--- config.mk ---
export PLATFORM = sky130hd
export DESIGN_NAME = elevator_request_panel
export DESIGN_NICKNAME = d
export VERILOG_FILES = /design/src/rtl/elevator_pkg.sv /design/src/rtl/button_debounce.sv /design/src/rtl/elevator_request_panel.sv
export SDC_FILE = /design/constraint.sdc
export NUM_CORES = 1
export LEC_CHECK = 0
export ABC_AREA = 1
export CAP_MARGIN = 5
export CORE_MARGIN = 2
export CORE_UTILIZATION = 30
export DETAILED_ROUTE_END_ITERATION = 12
export HOLD_SLACK_MARGIN = 0.03
export PLACE_DENSITY = 0.48
export SYNTH_ARGS = -nofsm -noshare
export SYNTH_HDL_FRONTEND = slang
export SYNTH_SLANG_ARGS = --single-unit
--- constraint.sdc ---
create_clock -name clk -period 4.79 [get_ports clk]
set_clock_uncertainty 0.05 [all_clocks]
set_input_delay 0.7185 -clock clk [delete_from_list [all_inputs] [get_ports clk]]
set_output_delay 0.7185 -clock clk [all_outputs]
set_load 0.05 [all_outputs]
--- src/rtl/elevator_pkg.sv ---
// rtl/elevator_pkg.sv - shared request-panel / controller definitions
package elevator_pkg;

  localparam int NUM_FLOORS_DEFAULT = 5;
  localparam int FLOOR_W_DEFAULT    = 3;

  // req_kind encodings; 2'd3 is never driven
  localparam logic [1:0] KIND_CAB = 2'd0;
  localparam logic [1:0] KIND_UP  = 2'd1;
  localparam logic [1:0] KIND_DN  = 2'd2;

  typedef enum logic [0:0] {
    IDLE  = 1'b0,
    OFFER = 1'b1
  } req_state_e;

endpackage

--- src/rtl/button_debounce.sv ---
// rtl/button_debounce.sv - tick-sampled debouncer producing one press pulse per clean rising edge
module button_debounce #(
  parameter int WIDTH = 1
) (
  input  logic             clk,
  input  logic             rst_n,
  input  logic             tick_i,
  input  logic [WIDTH-1:0] btn_i,
  output logic [WIDTH-1:0] press_o
);

  logic [WIDTH-1:0] newer_q, newer_d;
  logic [WIDTH-1:0] older_q, older_d;

  // History only advances on the shared sample tick
  always_comb begin
    newer_d = newer_q;
    older_d = older_q;
    if (tick_i) begin
      older_d = newer_q;
      newer_d = btn_i;
    end
  end

  // Two-deep sample history; cleared so a button held through reset still registers
  always_ff @(posedge clk or negedge rst_n) begin
    if (!rst_n) begin
      newer_q <= '0;
      older_q <= '0;
    end else begin
      newer_q <= newer_d;
      older_q <= older_d;
    end
  end

  // Press when the samples read 0,1 and the new one is 1: a single clean rise
  assign press_o = {WIDTH{tick_i}} & ~older_q & newer_q & btn_i;

endmodule

--- src/rtl/elevator_request_panel.sv ---
// rtl/elevator_request_panel.sv - button latching, lamps and round-robin request stream
module elevator_request_panel
  import elevator_pkg::*;
#(
  parameter int NUM_FLOORS      = NUM_FLOORS_DEFAULT,
  parameter int FLOOR_W         = FLOOR_W_DEFAULT,
  parameter int DEBOUNCE_CYCLES = 1000000
) (
  input  logic                  clk,
  input  logic                  rst_n,
  input  logic [NUM_FLOORS-1:0] hall_up_btn,
  input  logic [NUM_FLOORS-1:0] hall_dn_btn,
  input  logic [NUM_FLOORS-1:0] cab_btn,
  output logic                  req_valid,
  input  logic                  req_ready,
  output logic [FLOOR_W-1:0]    req_floor,
  output logic [1:0]            req_kind,
  input  logic                  serviced_valid,
  input  logic [FLOOR_W-1:0]    serviced_floor,
  input  logic                  serviced_dir,
  output logic [NUM_FLOORS-1:0] lamp_up,
  output logic [NUM_FLOORS-1:0] lamp_dn,
  output logic [NUM_FLOORS-1:0] lamp_cab
);

  // Slots are ordered cab[0..N-1], up[0..N-1], dn[0..N-1]
  localparam int NUM_SLOTS = 3 * NUM_FLOORS;
  localparam int SLOT_W    = $clog2(NUM_SLOTS);
  localparam int CNT_W     = (DEBOUNCE_CYCLES > 1) ? $clog2(DEBOUNCE_CYCLES) : 1;

  localparam logic [CNT_W-1:0]     CNT_LAST  = CNT_W'(DEBOUNCE_CYCLES - 1);
  localparam logic [NUM_SLOTS-1:0] ONE       = NUM_SLOTS'(1);
  localparam logic [SLOT_W:0]      NS_EXT    = (SLOT_W + 1)'(NUM_SLOTS);
  localparam logic [SLOT_W-1:0]    SLOT_LAST = SLOT_W'(NUM_SLOTS - 1);
  localparam logic [SLOT_W-1:0]    UP_BASE   = SLOT_W'(NUM_FLOORS);
  localparam logic [SLOT_W-1:0]    DN_BASE   = SLOT_W'(2 * NUM_FLOORS);

  logic [CNT_W-1:0]     cnt_q, cnt_d;
  logic                 tick;
  logic [NUM_SLOTS-1:0] press, press_ok, new_press, svc_clr, hs_mask;
  logic [NUM_SLOTS-1:0] pending_q, pending_d, sent_q, sent_d;
  logic [NUM_SLOTS-1:0] eligible, rot;
  logic                 pick_found;
  logic [SLOT_W-1:0]    pick_off, pick_idx;
  logic [SLOT_W:0]      pick_sum;
  logic [FLOOR_W-1:0]   pick_floor;
  logic [1:0]           pick_kind;
  req_state_e           state_q, state_d;
  logic                 req_valid_q, req_valid_d;
  logic [FLOOR_W-1:0]   req_floor_q, req_floor_d;
  logic [1:0]           req_kind_q, req_kind_d;
  logic [SLOT_W-1:0]    req_idx_q, req_idx_d;
  logic [SLOT_W-1:0]    ptr_q, ptr_d;

  // Free-running sample counter; tick is high for one cycle per period
  assign tick  = (cnt_q == CNT_LAST);
  assign cnt_d = tick ? '0 : cnt_q + CNT_W'(1);

  button_debounce #(
    .WIDTH (NUM_SLOTS)
  ) u_debounce (
    .clk     (clk),
    .rst_n   (rst_n),
    .tick_i  (tick),
    .btn_i   ({hall_dn_btn, hall_up_btn, cab_btn}),
    .press_o (press)
  );

  // Top floor has no up button and bottom floor has no down button
  always_comb begin
    press_ok                   = press;
    press_ok[2*NUM_FLOORS - 1] = 1'b0;
    press_ok[2*NUM_FLOORS]     = 1'b0;
  end

  // Service clears the cab slot and the hall slot in the departing direction
  always_comb begin
    svc_clr = '0;
    if (serviced_valid && (int'(serviced_floor) < NUM_FLOORS)) begin
      svc_clr = ONE << serviced_floor;
      if (serviced_dir) begin
        svc_clr = svc_clr | (ONE << (int'(serviced_floor) + NUM_FLOORS));
      end else begin
        svc_clr = svc_clr | (ONE << (int'(serviced_floor) + 2 * NUM_FLOORS));
      end
    end
  end

  // Pending/sent bookkeeping; service is applied last so it beats a same-cycle press
  always_comb begin
    hs_mask   = (state_q == OFFER && req_ready) ? (ONE << req_idx_q) : '0;
    new_press = press_ok & ~pending_q;
    pending_d = (pending_q | press_ok) & ~svc_clr;
    sent_d    = (sent_q | (hs_mask & pending_q)) & ~new_press & ~svc_clr;
  end

  // Round-robin pick: rotate eligibility so the pointer slot lands at bit 0
  always_comb begin
    eligible   = pending_q & ~sent_q;
    rot        = NUM_SLOTS'({eligible, eligible} >> ptr_q);
    pick_found = 1'b0;
    pick_off   = '0;
    for (int i = NUM_SLOTS - 1; i >= 0; i--) begin
      if (rot[i]) begin
        pick_found = 1'b1;
        pick_off   = SLOT_W'(i);
      end
    end
    pick_sum = {1'b0, ptr_q} + {1'b0, pick_off};
    if (pick_sum >= NS_EXT) begin
      pick_sum = pick_sum - NS_EXT;
    end
    pick_idx = pick_sum[SLOT_W-1:0];
    if (pick_idx < UP_BASE) begin
      pick_kind  = KIND_CAB;
      pick_floor = FLOOR_W'(pick_idx);
    end else if (pick_idx < DN_BASE) begin
      pick_kind  = KIND_UP;
      pick_floor = FLOOR_W'(pick_idx - UP_BASE);
    end else begin
      pick_kind  = KIND_DN;
      pick_floor = FLOOR_W'(pick_idx - DN_BASE);
    end
  end

  // Offer FSM: the offer is held until accepted, even if the slot gets serviced meanwhile
  always_comb begin
    state_d     = state_q;
    req_valid_d = req_valid_q;
    req_floor_d = req_floor_q;
    req_kind_d  = req_kind_q;
    req_idx_d   = req_idx_q;
    ptr_d       = ptr_q;
    case (state_q)
      IDLE: begin
        if (pick_found) begin
          state_d     = OFFER;
          req_valid_d = 1'b1;
          req_floor_d = pick_floor;
          req_kind_d  = pick_kind;
          req_idx_d   = pick_idx;
        end
      end
      OFFER: begin
        if (req_ready) begin
          state_d     = IDLE;
          req_valid_d = 1'b0;
          ptr_d       = (req_idx_q == SLOT_LAST) ? '0 : req_idx_q + SLOT_W'(1);
        end
      end
      default: state_d = IDLE;
    endcase
  end

  // State registers; asynchronous reset drops an in-flight offer immediately
  always_ff @(posedge clk or negedge rst_n) begin
    if (!rst_n) begin
      cnt_q       <= '0;
      pending_q   <= '0;
      sent_q      <= '0;
      state_q     <= IDLE;
      req_valid_q <= 1'b0;
      req_floor_q <= '0;
      req_kind_q  <= KIND_CAB;
      req_idx_q   <= '0;
      ptr_q       <= '0;
    end else begin
      cnt_q       <= cnt_d;
      pending_q   <= pending_d;
      sent_q      <= sent_d;
      state_q     <= state_d;
      req_valid_q <= req_valid_d;
      req_floor_q <= req_floor_d;
      req_kind_q  <= req_kind_d;
      req_idx_q   <= req_idx_d;
      ptr_q       <= ptr_d;
    end
  end

  assign req_valid = req_valid_q;
  assign req_floor = req_floor_q;
  assign req_kind  = req_kind_q;
  assign lamp_cab  = pending_q[NUM_FLOORS-1:0];
  assign lamp_up   = pending_q[2*NUM_FLOORS-1:NUM_FLOORS];
  assign lamp_dn   = pending_q[3*NUM_FLOORS-1:2*NUM_FLOORS];

endmodule
==> flow_metrics.py, run 1 <==
metrics = {
    "outcome": {
        "status": "complete, no violations",
    },
    "global_route": {
        "grtUsageTotal": 0.154,
        "overflow": 0,
        "grt_pass1_vias": 4832,
        "grt_max_degree": 57,
        "grt_pass1_wl_um": 24700,
        "antenna_found_initial": 0,
    },
    "sta": {
        "max_slew_margin": 0.517,
        "finalSetupViolCount": 0,
        "finalCriticalPeriod_ps": 4350,
        "holdWs_ps": 373,
        "max_freq_mhz": 230,
        "finalCritPeriodShare": 0.909,
        "tightest_slew_ps": 723,
        "finalHoldViolations": 0,
        "report.final.slew_viol_count": 0,
    },
    "synth": {
        "syn_avg_cell_area_um2": 7.27,
        "netlist_instances": 784,
        "ys_warn_count": 0,
        "ys_ff_latch": 91,
        "seq_area_frac_synth": 0.399,
        "synthesis.nets": 826,
        "syn_area_um2": 5700,
        "synth_cell_types": 49,
    },
    "clocking": {
        "cts_tree": "done",
        "cts_buffer_depth": 2,
        "cts-buffers-inserted": 9,
        "clk-insertion-delay-late_ps": 340,
        "cts_hold_buf": 0,
        "clock_sinks": 91,
        "htree_levels": 3,
        "path_clk_slew_ps": 70,
        "cts-root-buf": "clkbuf_16",
    },
    "worst_setup_path": {
        "worstSetupPathType": "flop to flop",
        "cp_data_arrival_time_ps": 4590,
        "endpoint_kind": "flop",
        "cpPeakStageDelay_ps": 480,
        "slowest_stage": "dfrtp_2",
        "crit_required_ps": 5030,
        "crit_top_cell": "nand2_1",
        "start_kind": "flop",
        "crit_fanout": 8,
    },
    "power_and_ir_drop": {
        "p_leak_uw": 0.00340,
        "fin_total_pwr_uw": 5320,
        "peakVddDrop_mv": 0.493,
        "powerDensity_nw_per_um2": 780,
    },
    "route": {
        "drt-initial-drc-count": 261,
        "vias": 5095,
        "postRouteAntennaNets": 0,
        "drc": 0,
        "dr.pass1.iters": 5,
        "wl_per_cell_um": 13.7,
        "via_per_inst": 4.78,
        "routed_wl_um": 14600,
    },
    "run": {
        "cap_violations": 0,
    },
    "die": {
        "die_h_um": 142,
        "die_area_um2": 20100,
        "row_count": 50,
        "start_util": 0.305,
        "dieWidth_um": 142,
        "core_area_um2": 18700,
        "pin_count": 44,
    },
    "final_layout": {
        "mostFrequentLayoutCell": "nand2_1",
        "final_nets": 870,
        "finalNonFillerCells": 1067,
        "antenna_cells": 0,
        "drive_above_1_share": 0.0900,
        "design_area_um2": 6810,
        "layout_common_cells": "nand2_1, inv_1, nand3_1",
        "regArea_um2": 2280,
        "syn2layout_area_growth_pct": 19.5,
        "multiInputGateArea_um2": 2840,
        "fillers": 1996,
    },
    "placement": {
        "port_buffers": 41,
        "gp_congestion": 0.842,
        "post-place-cells": 1047,
        "dp_hpwl_um": 11000,
        "placed_cell_area_um2": 6350,
    },
    "min_path": {
        "hp-class": "input port to asynchronous set/reset pin",
    },
}
## Yosys cell counts, drive strengths merged
cell / n / area (um^2)
nand3b: 1 / 7.51
inv: 147 / 554
nand3: 116 / 611
o22ai: 5 / 31.3
and2: 2 / 12.5
buf: 9 / 73.8
fa: 1 / 20.0
o32ai: 1 / 8.76
or2: 3 / 18.8
ha: 18 / 225
o21ai: 78 / 398
clkbuf: 11 / 41.3
a21boi: 1 / 7.51
or4: 1 / 7.51
dfrtp: 91 / 2280
a211oi: 1 / 7.51
a221oi: 6 / 52.6
a21oi: 19 / 98.9
a31oi: 2 / 12.5
mux2i: 1 / 10.0
nor3: 14 / 75.1
and3: 6 / 37.5
nand2: 154 / 593
nor4: 18 / 113
nand4: 14 / 93.8
nor2: 53 / 211
clkinv: 2 / 8.75
xnor2: 2 / 25.0
xor2: 7 / 68.8
## cells by family (layout without fill, tap and decap cells)
kind of cell | after synthesis | after routing | synth area share
AND/OR/NAND/NOR | 382 | 382 | 0.312
buffers and inverters | 169 | 218 | 0.119
XOR/XNOR | 9 | 9 | 0.0165
flip-flops | 91 | 91 | 0.399
multiplexers | 1 | 1 | 0.00176
adder cells (fa/ha/maj) | 19 | 19 | 0.0430
AO/OA/AOI/OAI | 113 | 113 | 0.108
## final timing paths
kind | cells after the start | end | start | slack, ps
worst max-delay path | 36 | req_floor[0] | ptr_q[0] | 440
worst min-delay path | 1 | cnt_q[7] | rst_n | 370
worst max register to register | 36 | req_floor[0] | ptr_q[0] | 440
worst min register to register | 1 | cnt_q[0] | cnt_q[0] | 420
max in group asynchronous | 2 | sent_q[6] | rst_n | 3330
min in group clk | 1 | cnt_q[0] | cnt_q[0] | 420
## flip-flops by register name (all words and copies together), names as in the netlist, 2 cells and up
name and flops:
cnt_q 20, pending_q 15, ptr_q 4, req_floor 3, req_idx_q 4, req_kind 2, sent_q 15, u_debounce.newer_q 13
u_debounce.older_q 13
## cell type report
cell class / instances / share of cell area
Sequential cell: 91 / 0.334
Tap cell: 234 / 0.0430
Multi-Input combinational cell: 524 / 0.416
Inverter: 149 / 0.0834
Clock inverter: 3 / 0.00643
Timing Repair Buffer: 53 / 0.0768
Clock buffer: 13 / 0.0397
## power by group
group	leakage (uW)	switching, uW	internal, uW
Combinational	0.00210	2190	1340
Sequential	0.00114	121	917
Clock	0.000156	300	449
## through the flow
stage	setup WS, ps	setup TNS, ps	utilization
3_5_place_dp	291	0	0.339
3_3_place_gp	316	0	0.339
5_1_grt	-11.3	-16.8	0.364
4_1_cts	265	0	0.356
6_report	438	0	0.364
2_1_floorplan	622	0	-
## worst max-delay path: cells and delay by family (launching register included)
kind / cells / cell delay [ps]
and+or+nand+nor: 23 / 1540
adders and majority gates: 4 / 1080
AOI/OAI and AO/OA: 5 / 690
DFF: 1 / 480
buffers and inverters: 4 / 420
## layer usage
metal / track usage / vias to the layer above / share of wire
li1: - / 2653 / -
met1: 0.217 / 2354 / 0.50
met2: 0.241 / 69 / 0.45
met3: 0.0216 / 19 / 0.024
met4: 0.0532 / 0 / 0.019
met5: 0 / - / 0
## what timing repair did
action,4_1_cts,5_1_grt
buffers inserted,0,3
endpoints found under the setup margin,0,4
gates resized for setup,0,24
Power figures use the tool's default switching activity.
==> inputs of run 2 (changes only) <==
--- a/config.mk
+++ b/config.mk
@@ -9,6 +9,7 @@
 export CAP_MARGIN = 5
 export CORE_MARGIN = 2
 export CORE_UTILIZATION = 30
+export CTS_CLUSTER_SIZE = 30
 export DETAILED_ROUTE_END_ITERATION = 12
 export HOLD_SLACK_MARGIN = 0.03
 export PLACE_DENSITY = 0.48
==> results of run 2 <==
Same layout as run 1: the final DEF is identical, and so are final timing and power.
==> inputs of run 3 (changes only) <==
--- a/config.mk
+++ b/config.mk
@@ -7,12 +7,14 @@
 export LEC_CHECK = 0
 export ABC_AREA = 1
 export CAP_MARGIN = 5
-export CORE_MARGIN = 2
+export CELL_PAD_IN_SITES_DETAIL_PLACEMENT = 1
+export CELL_PAD_IN_SITES_GLOBAL_PLACEMENT = 2
 export CORE_UTILIZATION = 30
+export CTS_CLUSTER_DIAMETER = 150
 export CTS_CLUSTER_SIZE = 30
 export DETAILED_ROUTE_END_ITERATION = 12
 export HOLD_SLACK_MARGIN = 0.03
-export PLACE_DENSITY = 0.48
+export PLACE_DENSITY = 0.73
 export SYNTH_ARGS = -nofsm -noshare
 export SYNTH_HDL_FRONTEND = slang
 export SYNTH_SLANG_ARGS = --single-unit
==> run 3 against run 2 <==
Via count rose by 3.2%. Flip-flop and latch count unchanged. Sequential power is essentially flat. Clock-buffer cell count decreased by 3. Largest cell class unchanged.
==> flow_metrics.py, run 3 (synthesis results as in run 1) <==
metrics = {
    "outcome": {
        "status": "complete, no violations",
    },
    "global_route": {
        "grt_max_degree": 72,
        "grt_pass1_wl_um": 28400,
        "antenna_found_initial": 0,
        "grtUsageTotal": 0.182,
        "overflow": 0,
        "grt_pass1_vias": 5599,
    },
    "sta": {
        "holdWs_ps": 406,
        "max_slew_margin": 0.390,
        "report.final.slew_viol_count": 0,
        "tightest_slew_ps": 915,
        "finalSetupViolCount": 0,
        "finalHoldViolations": 0,
        "finalCritPeriodShare": 0.923,
        "finalCriticalPeriod_ps": 4420,
        "max_freq_mhz": 226,
    },
    "placement": {
        "placed_cell_area_um2": 6360,
        "port_buffers": 41,
        "dp_hpwl_um": 13100,
        "gp_congestion": 0.864,
        "post-place-cells": 1049,
    },
    "final_layout": {
        "largest-register": "cnt_q",
        "mostFrequentLayoutCell": "nand2_1",
        "layout_common_cells": "nand2_1, inv_1, nand3_1",
        "final_nets": 875,
        "finalNonFillerCells": 1072,
        "largest_register_ffs": 20,
        "design_area_um2": 6840,
        "final_core_util": 0.367,
        "antenna_cells": 0,
        "reg_top3": "cnt_q x20, pending_q x15, sent_q x15",
        "syn2layout_area_growth_pct": 19.9,
        "drive_above_1_share": 0.0967,
    },
    "clocking": {
        "cts-root-buf": "clkbuf_16",
        "cts_buffer_depth": 2,
        "path_clk_slew_ps": 70,
        "cts_hold_buf": 0,
        "cts-buffers-inserted": 9,
        "cts_tree": "done",
        "clk-insertion-delay-late_ps": 350,
        "htree_levels": 3,
        "clock_sinks": 91,
    },
    "power_and_ir_drop": {
        "powerDensity_nw_per_um2": 838,
        "fin_total_pwr_uw": 5730,
        "p_leak_uw": 0.00341,
        "peakVddDrop_mv": 0.401,
    },
    "worst_setup_path": {
        "start_kind": "flop",
        "r2r.worst_path.cells": 35,
        "reg2reg_slack_ps": 370,
        "worstSetupPathType": "flop to flop",
        "crit_required_ps": 4990,
        "r2r_start": "ptr_q[0]",
        "endpoint_kind": "flop",
        "cpPeakStageDelay_ps": 610,
        "slowest_stage": "fa_2",
        "crit_top_cell": "nand2_1",
        "crit_fanout": 16,
        "timing.rr.end": "req_floor[1]",
        "cp_data_arrival_time_ps": 4620,
    },
    "die": {
        "pin_count": 44,
        "row_count": 50,
        "core_area_um2": 18600,
        "die_h_um": 140,
        "die_area_um2": 19600,
        "dieWidth_um": 140,
        "start_util": 0.306,
    },
    "route": {
        "drt-initial-drc-count": 171,
        "vias": 5259,
        "wl_per_cell_um": 15.6,
        "postRouteAntennaNets": 0,
        "routed_wl_um": 16700,
        "dr.pass1.iters": 4,
        "via_per_inst": 4.91,
        "drc": 0,
    },
    "min_path": {
        "holdPathStages": 1,
        "hold_end": "cnt_q[0]",
        "hp-class": "flop to flop",
        "hp-start": "cnt_q[0]",
    },
    "run": {
        "cap_violations": 0,
    },
}
## run 3: cell types whose count changed in the layout (fill, tap and decap cells not counted), sizes merged
cell / before / now
clkinv: 3 / 4
buf: 12 / 18
clkinvlp: 0 / 2
clkbuf: 14 / 10
## run 3: cell type report
class                      count  area (um^2)
clock buffer                  10          239
clock inverter                 6         63.8
fill                        2297        11800
inverter                     149          568
multi-input combinational    524         2850
sequential                    91         2280
tap                          234          293
timing repair buffer          58          548
## run 3: worst max path at each step
stage	from	endpoint	slack, ps	cells after the start
after floorplan	pending_q[2]	req_floor[0]	620	27
after global placement	ptr_q[0]	req_floor[0]	280	35
after detailed placement	ptr_q[0]	req_floor[0]	70	34
after CTS	ptr_q[0]	req_floor[0]	40	34
after global routing	ptr_q[0]	req_floor[1]	-40	36
final	ptr_q[0]	req_floor[1]	370	35
## run 3: metal layers
layer	global-route usage	wire length, um
met2	0.313	8130
met4	0.0480	244
met5	0	0
met1	0.239	8110
met3	0.0237	226
## run 3: power breakdown
group / leakage [uW] / internal [uW] / switching [uW] / total, uW
Combinational: 0.00212 / 1570 / 2390 / 3970
Clock: 0.000145 / 419 / 306 / 724
Sequential: 0.00114 / 917 / 120 / 1040
Total: 0.00341 / 2910 / 2820 / 5730
## run 3: timing repair
item                                   CTS  global route
endpoints found under the hold margin    0             0
setup endpoints to repair                0             4
resized for setup                        0            27
buffers inserted                         0             7
## run 3: through the flow
stage	TNS [ps]	setup slack, ps
global placement	0	279
floorplan	0	622
finish	0	368
CTS	0	41.9
global route	-64.5	-43.5
detailed placement	0	69.8
## run 3: worst max-delay path: cells and delay by family (launching register included)
kind / cells / cell delay [ps]
adders and majority gates: 3 / 1030
DFF: 1 / 450
buffers and inverters: 3 / 270
and+or+nand+nor: 25 / 2110
AOI/OAI and AO/OA: 4 / 400
